[src/rtl/logic_stream_unit.sv]
// rtl/logic_stream_unit.sv - registered bitwise logic unit with pairwise and packet-accumulate modes
module logic_stream_unit #(
  parameter int WIDTH = 8,
  parameter int CNT_W = 4
) (
  input  logic             clk,
  input  logic             rst,
  input  logic [1:0]       op,
  input  logic             mode,
  input  logic             in_valid,
  output logic             in_ready,
  input  logic [WIDTH-1:0] a,
  input  logic [WIDTH-1:0] b,
  input  logic             last,
  output logic             out_valid,
  input  logic             out_ready,
  output logic [WIDTH-1:0] y,
  output logic [CNT_W-1:0] beat_cnt,
  output logic             overflow
);

  typedef enum logic [1:0] {IDLE, ACC, HOLD} state_t;

  localparam logic [CNT_W-1:0] CNT_MAX = '1;
  localparam logic [CNT_W-1:0] CNT_ONE = CNT_W'(1);

  state_t           state, state_nxt;
  logic [WIDTH-1:0] acc, acc_nxt;
  logic [WIDTH-1:0] y_nxt;
  logic [WIDTH-1:0] res;
  logic [CNT_W-1:0] cnt, cnt_nxt, cnt_inc;
  logic [CNT_W-1:0] beat_cnt_nxt;
  logic             ovf, ovf_nxt, ovf_inc;
  logic             overflow_nxt;
  logic [1:0]       cap_op, cap_op_nxt;
  logic             ready_en;
  logic             accept;

  // NAND reduces as AND; the inversion is applied only when the result is emitted.
  function automatic logic [WIDTH-1:0] reduce_op(input logic [1:0] o,
                                                 input logic [WIDTH-1:0] x,
                                                 input logic [WIDTH-1:0] z);
    case (o)
      2'b01:   reduce_op = x | z;
      2'b10:   reduce_op = x ^ z;
      default: reduce_op = x & z;
    endcase
  endfunction

  assign in_ready  = ready_en && ((state != HOLD) || out_ready);
  assign out_valid = (state == HOLD);
  assign accept    = in_valid && in_ready;

  always_comb begin
    state_nxt    = state;
    acc_nxt      = acc;
    cnt_nxt      = cnt;
    ovf_nxt      = ovf;
    cap_op_nxt   = cap_op;
    y_nxt        = y;
    beat_cnt_nxt = beat_cnt;
    overflow_nxt = overflow;
    res          = '0;
    cnt_inc      = (cnt == CNT_MAX) ? cnt : cnt + CNT_ONE;
    ovf_inc      = ovf || (cnt == CNT_MAX);
    case (state)
      IDLE, HOLD: begin
        if (accept) begin
          if (!mode) begin
            res          = reduce_op(op, a, b);
            y_nxt        = (op == 2'b11) ? ~res : res;
            beat_cnt_nxt = CNT_ONE;
            overflow_nxt = 1'b0;
            state_nxt    = HOLD;
          end else if (last) begin
            y_nxt        = (op == 2'b11) ? ~a : a;
            beat_cnt_nxt = CNT_ONE;
            overflow_nxt = 1'b0;
            state_nxt    = HOLD;
          end else begin
            acc_nxt    = a;
            cnt_nxt    = CNT_ONE;
            ovf_nxt    = 1'b0;
            cap_op_nxt = op;
            state_nxt  = ACC;
          end
        end else if (state == HOLD && out_ready) begin
          state_nxt = IDLE;
        end
      end
      ACC: begin
        if (accept) begin
          res = reduce_op(cap_op, acc, a);
          if (last) begin
            y_nxt        = (cap_op == 2'b11) ? ~res : res;
            beat_cnt_nxt = cnt_inc;
            overflow_nxt = ovf_inc;
            state_nxt    = HOLD;
          end else begin
            acc_nxt = res;
            cnt_nxt = cnt_inc;
            ovf_nxt = ovf_inc;
          end
        end
      end
      default: state_nxt = IDLE;
    endcase
  end

  always_ff @(posedge clk or posedge rst) begin
    if (rst) begin
      state    <= IDLE;
      acc      <= '0;
      cnt      <= '0;
      ovf      <= 1'b0;
      cap_op   <= 2'b00;
      y        <= '0;
      beat_cnt <= '0;
      overflow <= 1'b0;
      ready_en <= 1'b0;
    end else begin
      state    <= state_nxt;
      acc      <= acc_nxt;
      cnt      <= cnt_nxt;
      ovf      <= ovf_nxt;
      cap_op   <= cap_op_nxt;
      y        <= y_nxt;
      beat_cnt <= beat_cnt_nxt;
      overflow <= overflow_nxt;
      ready_en <= 1'b1;
    end
  end

endmodule

[config.mk]
export PLATFORM = sky130hd
export DESIGN_NAME = logic_stream_unit
export DESIGN_NICKNAME = d
export VERILOG_FILES = /design/src/rtl/logic_stream_unit.sv
export SDC_FILE = /design/constraint.sdc
export NUM_CORES = 1
export LEC_CHECK = 0
export CAP_MARGIN = 20
export CORE_ASPECT_RATIO = 1.75
export CORE_UTILIZATION = 30
export CTS_CLUSTER_DIAMETER = 100
export DETAILED_ROUTE_END_ITERATION = 7
export GPL_ROUTABILITY_DRIVEN = 1
export PLACE_DENSITY_LB_ADDON = 0.25
export SYNTH_ARGS = -nofsm -noshare
export SYNTH_HDL_FRONTEND = slang
export SYNTH_SLANG_ARGS = --single-unit
[constraint.sdc]
create_clock -name clk -period 2.05 [get_ports clk]
set_input_delay 0.41 -clock clk [delete_from_list [all_inputs] [get_ports clk]]
set_output_delay 0.41 -clock clk [all_outputs]
set_load 0.01 [all_outputs]
-- After elaboration in Yosys (flattened, before gate mapping)
Index checks and enable logic that the tools add are counted.
Widths: inputs -> output; s select.
- bits in registers: 31
- add/subtract/negate cells: 1
- reductions and logical operators: 12
- equal/unequal tests: 18
- muxes and demuxes: 54
- bitwise operators: 10
- operators by type and width (operator ; count):
    $mux 8 ; 18
    $pmux 8 s2 ; 4
    $mux 4 ; 11
    $not 8->8 ; 3
    $and 8x8->8 ; 2
    $or 8x8->8 ; 2
    $pmux 4 s2 ; 2
    $xor 8x8->8 ; 2
    $ne 2x2->1 const B ; 7
    $mux 2 ; 6
    $eq 2x2->1 const B ; 5
    $mux 1 ; 10
    $eq 2x1->1 const B ; 3
    $ne 3x3->1 const B ; 2
    $reduce_and 6->1 ; 1
    $reduce_and 5->1 ; 1
    $add 4x1->4 const B ; 1
    $eq 4x4->1 const B ; 1
    $pmux 1 s2 ; 2
    $pmux 2 s2 ; 1
    $reduce_and 4->1 ; 1
    $logic_and 1x1->1 ; 3
    $reduce_and 3->1 ; 1
    $logic_not 2->1 ; 1
    4 further kinds ; 5

-- Depth between registers and ports, before layout
- depth after elaboration: 11
- mapped depth: 8

-- Worst setup path after synthesis
OpenSTA, ideal clock, no wires.
- path kind: input-to-reg
- start point: input port op[0]
- end point: register y[4]
- data arrival time: 1.740 ns
- required time: 1.927 ns
- buffers on the path: 1
- stages: 8
- setup slack: 0.187 ns
- cell sequence: inv_1 -> ha_1 -> clkbuf_1 -> a211oi_1 -> a211oi_1 -> mux2i_1 -> nand2_1 -> o221a_2
- word-level cells in the longest chain between the ends: 10
- elaborated cells on any way between the ends: 14
- classes of those cells: eq/ne (3); mux (10); bitwise (1)
- RTL lines (element ; line ; RTL):
    from (decl) ; 8 ; input logic [1:0] op,
    $eq 2x2->1 / $eq 2x1->1 (equally long branches) ; 43 ; case (o)
    $pmux 8 s2 ; 43 ;
    $mux 8 ; 69 ; if (!mode) begin
    $mux 8 ; 68 ; if (accept) begin
    $mux 8 ; 66 ; case (state)
    $not 8->8 ; 71 ; y_nxt = (op == 2'b11) ? ~res : res;
    $mux 8 ; 71 ;
    $mux 8 * ; 69 ;
    $mux 8 * ; 68 ;
    $pmux 8 s2 * ; 66 ;
    to (signal assigned) ; 127 ; y <= y_nxt;
    to (decl) ; 17 ; output logic [WIDTH-1:0] y,
Every way passes the cells marked *; elsewhere a longest branch is shown, timed or not. The select of a mux whose other input is x is not followed.
A chain may end at the register's enable or synchronous reset.

-- Worst setup path in the final report
- start point: input port op[0]
- end point: register y[1]
Same word-level chain as after synthesis.

==> impl_results.md <==
* Status: completed
* Period minus WS final at 1.95 ns
* Worst Path Required at 2.22 ns
* # DRC at 0
* NumNets Final at 430
* Root buf cell: clkbuf_16
* Vias in the first global route at 2501
* Die X at 72.5 µm
* Grt ovf at 0
* Drt via density at 4.78
* Skew-Pair Late Insertion Delay at 0.28 ns
* Routed Antenna Nets at 0
* CP startpoint: op[0]
* Reg2Reg Depth at 5
* Clock Sinks at 31
* Ys async rst share at 100%
* Setup violators final at 0
* Register clock-pin slew on the reported worst setup and hold paths at 0.05 ns
* Tot GR Track Use at 18.1%
* Crit path capture type: flip-flop
* First-pass iteration count of the detailed router at 4
* Fin. Hold Viols at 0
* Share of layout cells above drive strength 1 at 14.7%
* Largest net degree at the start of global routing at 32
* Crit share post-route at 95.3%
* Syn-to-layout area delta at 36.8%
* Mapped Cells at 306
* RSZ-0062 raised after global routing: no
* Fill cells at 863
* Hold Crit Class: reg2reg
* Library cells used by synthesis at 37
* Synth top cells by count: 43 x nand2_1, 39 x ha_1, 38 x inv_1
* Layout Cells excl Fill at 483
* Worst setup endpoint: y[1]$_DFFE_PP0P_
* Final setup margin at 0.0955 ns
* EDFF count, synth at 0
* PD cells at 862 nW/µm²
* Hold Crit Start: beat_cnt[3]$_DFFE_PP0P_
* Ant diodes at 0
* FF+latch count, synth at 31
* Most numerous cell in the Yosys netlist: nand2_1
* Max VDD drop at 0.000517 V
* Final Slew Violations at 0
* Yosys top cell area share at 29.7%
* Area leader, netlist: dfrtp_1
* CTS Buffer Depth at 2
* Placed cells at 475
* Gpl congestion at 0.828
* IO buf count at 38
* MaxCap Viol Count at 0
* R2r endpoint: cnt[3]$_DFFE_PP0P_
* Htree depth at 2
* Die area at 9100 µm²
* Critical path launch point type: input port
* Mapped Area at 2610 µm²
* Total core area at 8370 µm²
* Crit Path Class: in2reg
* Leakage power at 1.72 nW
* Crit Path Max Fanout at 15
* Via count at 2310
* Syn. warnings at 0
* Fin Clk Skew at 0.00267 ns
* Max Fclk at 512 MHz
* Syn Nets at 369
* Post-Place Setup Slack at -0.451 ns
* Post-DP HPWL at 5.46 mm
* First-pass GRT wire length at 12.4 mm
* FP Rows at 44
* CTS buffer count at 5
* Routed wire length per instance at 15.1 µm
* Routed WL at 7.28 mm
* Initial antenna violation count at 0
* Reg2Reg Launch Point: state[1]$_DFFE_PP0P_
* Register area share after synthesis at 29.7%
* Iteration-0 DRC Markers at 175
* Num ports at 39
* Die Span Y at 125 µm
* CTS tree: done
* Main flop type after synthesis: dfrtp_1
* Initial Utilization at 31.2%
* Worst R2R Setup Slack at 0.19 ns
* CP arrival at 2.12 ns
* Synth area leaders: dfrtp_1 30%, ha_1 19%, nand2_1 6.2%, inv_1 5.5%, mux2i_1 3.8%
* Post-Syn Area per Cell at 8.53 µm²
==> cells by family (layout without fill, tap and decap cells) <==
logic type | after synthesis | in the layout | share of synthesized area, %
AND/OR/NAND/NOR | 95 | 95 | 18.1
flip-flops | 31 | 31 | 29.7
adder cells (fa/ha/maj) | 39 | 39 | 18.7
AO/OA/AOI/OAI | 66 | 66 | 17.4
multiplexers | 11 | 11 | 4.26
XOR/XNOR | 9 | 9 | 3.02
other | 1 | 1 | 0.144
buffers and inverters | 54 | 116 | 8.67
==> critical path, cell delays in order <==
cell	delay, ns
clkdlybuf4s50_1	0.47
inv_1	0.07
ha_4	0.36
a211oi_1	0.07
a211oi_1	0.30
mux2i_1	0.25
nand2_1	0.07
o221a_2	0.11
==> power breakdown <==
part | total [mW] | switching, mW | internal (mW)
logic | 1.30 | 0.666 | 0.636
clock network | 0.893 | 0.289 | 0.604
registers | 0.885 | 0.125 | 0.760
==> per-layer routing <==
| layer | global-route usage [%] | part of all wire (%) |
|---|---|---|
| met5 | 0 | 0 |
| met4 | 7.04 | 1.7 |
| met3 | 3.06 | 3.4 |
| met2 | 33.5 | 55 |
| met1 | 19.9 | 40 |
==> how the worst min path moves through the flow <==
stage                                    to  cells past startpoint
floorplan                   ovf$_DFFE_PP0P_                      2
global placement    beat_cnt[2]$_DFFE_PP0P_                      2
detailed placement  beat_cnt[3]$_DFFE_PP0P_                      2
CTS                 beat_cnt[3]$_DFFE_PP0P_                      2
global route        beat_cnt[1]$_DFFE_PP0P_                      2
finish              beat_cnt[3]$_DFFE_PP0P_                      2
==> area by class of cell <==
class / count / area [µm²] / area share [%]
inverters: 38 / 143 / 3.99
flip-flops and latches: 31 / 776 / 21.7
clock inverters: 2 / 35.0 / 0.980
repair buffers: 70 / 683 / 19.1
clock buffers: 6 / 139 / 3.89
well taps: 115 / 144 / 4.03
multi-input cells: 221 / 1650 / 46.3
==> cells in the final DEF, fill, tap and decap left out, types with 2 or more instances in the layout <==
cell / synthesis / layout
ha_1: 39 / 37
o31ai_1: 4 / 4
ha_4: 0 / 2
mux2i_1: 10 / 10
dfrtp_1: 31 / 31
nand3_1: 3 / 3
nor3b_1: 4 / 4
xor2_1: 8 / 8
and2b_1: 2 / 2
a221oi_1: 5 / 4
and2_1: 2 / 2
buf_12: 0 / 5
clkdlybuf4s50_1: 0 / 35
a22oi_1: 4 / 4
a211oi_1: 8 / 6
and3_1: 3 / 3
buf_4: 0 / 27
clkbuf_16: 0 / 5
a211oi_2: 0 / 2
dlymetal6s2s_1: 0 / 2
inv_1: 38 / 38
nor2_1: 13 / 13
nand2b_1: 10 / 10
nand2_1: 43 / 43
a21oi_1: 8 / 8
o21ai_0: 10 / 10
nor2b_1: 12 / 12
o221a_2: 4 / 4
a31oi_1: 13 / 13
o22ai_1: 5 / 5
==> metrics by stage <==
| step | area (µm²) | TNS, ns | hold WS (ns) | power (mW) | util (%) |
|---|---|---|---|---|---|
| after global routing | 3570 | 0 | 0.531 | 3.31 | 42.7 |
| after detailed placement | 3350 | -4.10 | 0.476 | 2.18 | 40.1 |
| after global placement | 3350 | -3.87 | 0.473 | 2.17 | 40.1 |
| final | 3570 | 0 | 0.483 | 3.08 | 42.7 |
| after CTS | 3550 | 0 | 0.489 | 3.11 | 42.4 |
| after floorplan | 2610 | 0 | 0.457 | 1.65 | - |
==> sequential cells by signal, indices dropped and copies added (netlist names) <==
| register | flops |
|---|---|
| cnt | 4 |
| overflow | 1 |
| beat_cnt | 4 |
| cap_op | 2 |
| ready_en | 1 |
| state | 2 |
| y | 8 |
| acc | 8 |
| ovf | 1 |
==> what timing repair did <==
action / 4_1_cts / 5_1_grt
pin swaps: 0 / 2
hold buffers: 0 / 0
setup endpoints to repair: 9 / 10
gates resized for setup: 7 / 7
hold endpoints to repair: 0 / 0
setup buffers: 0 / 0
No activity file was read; power rests on OpenSTA's default activity.
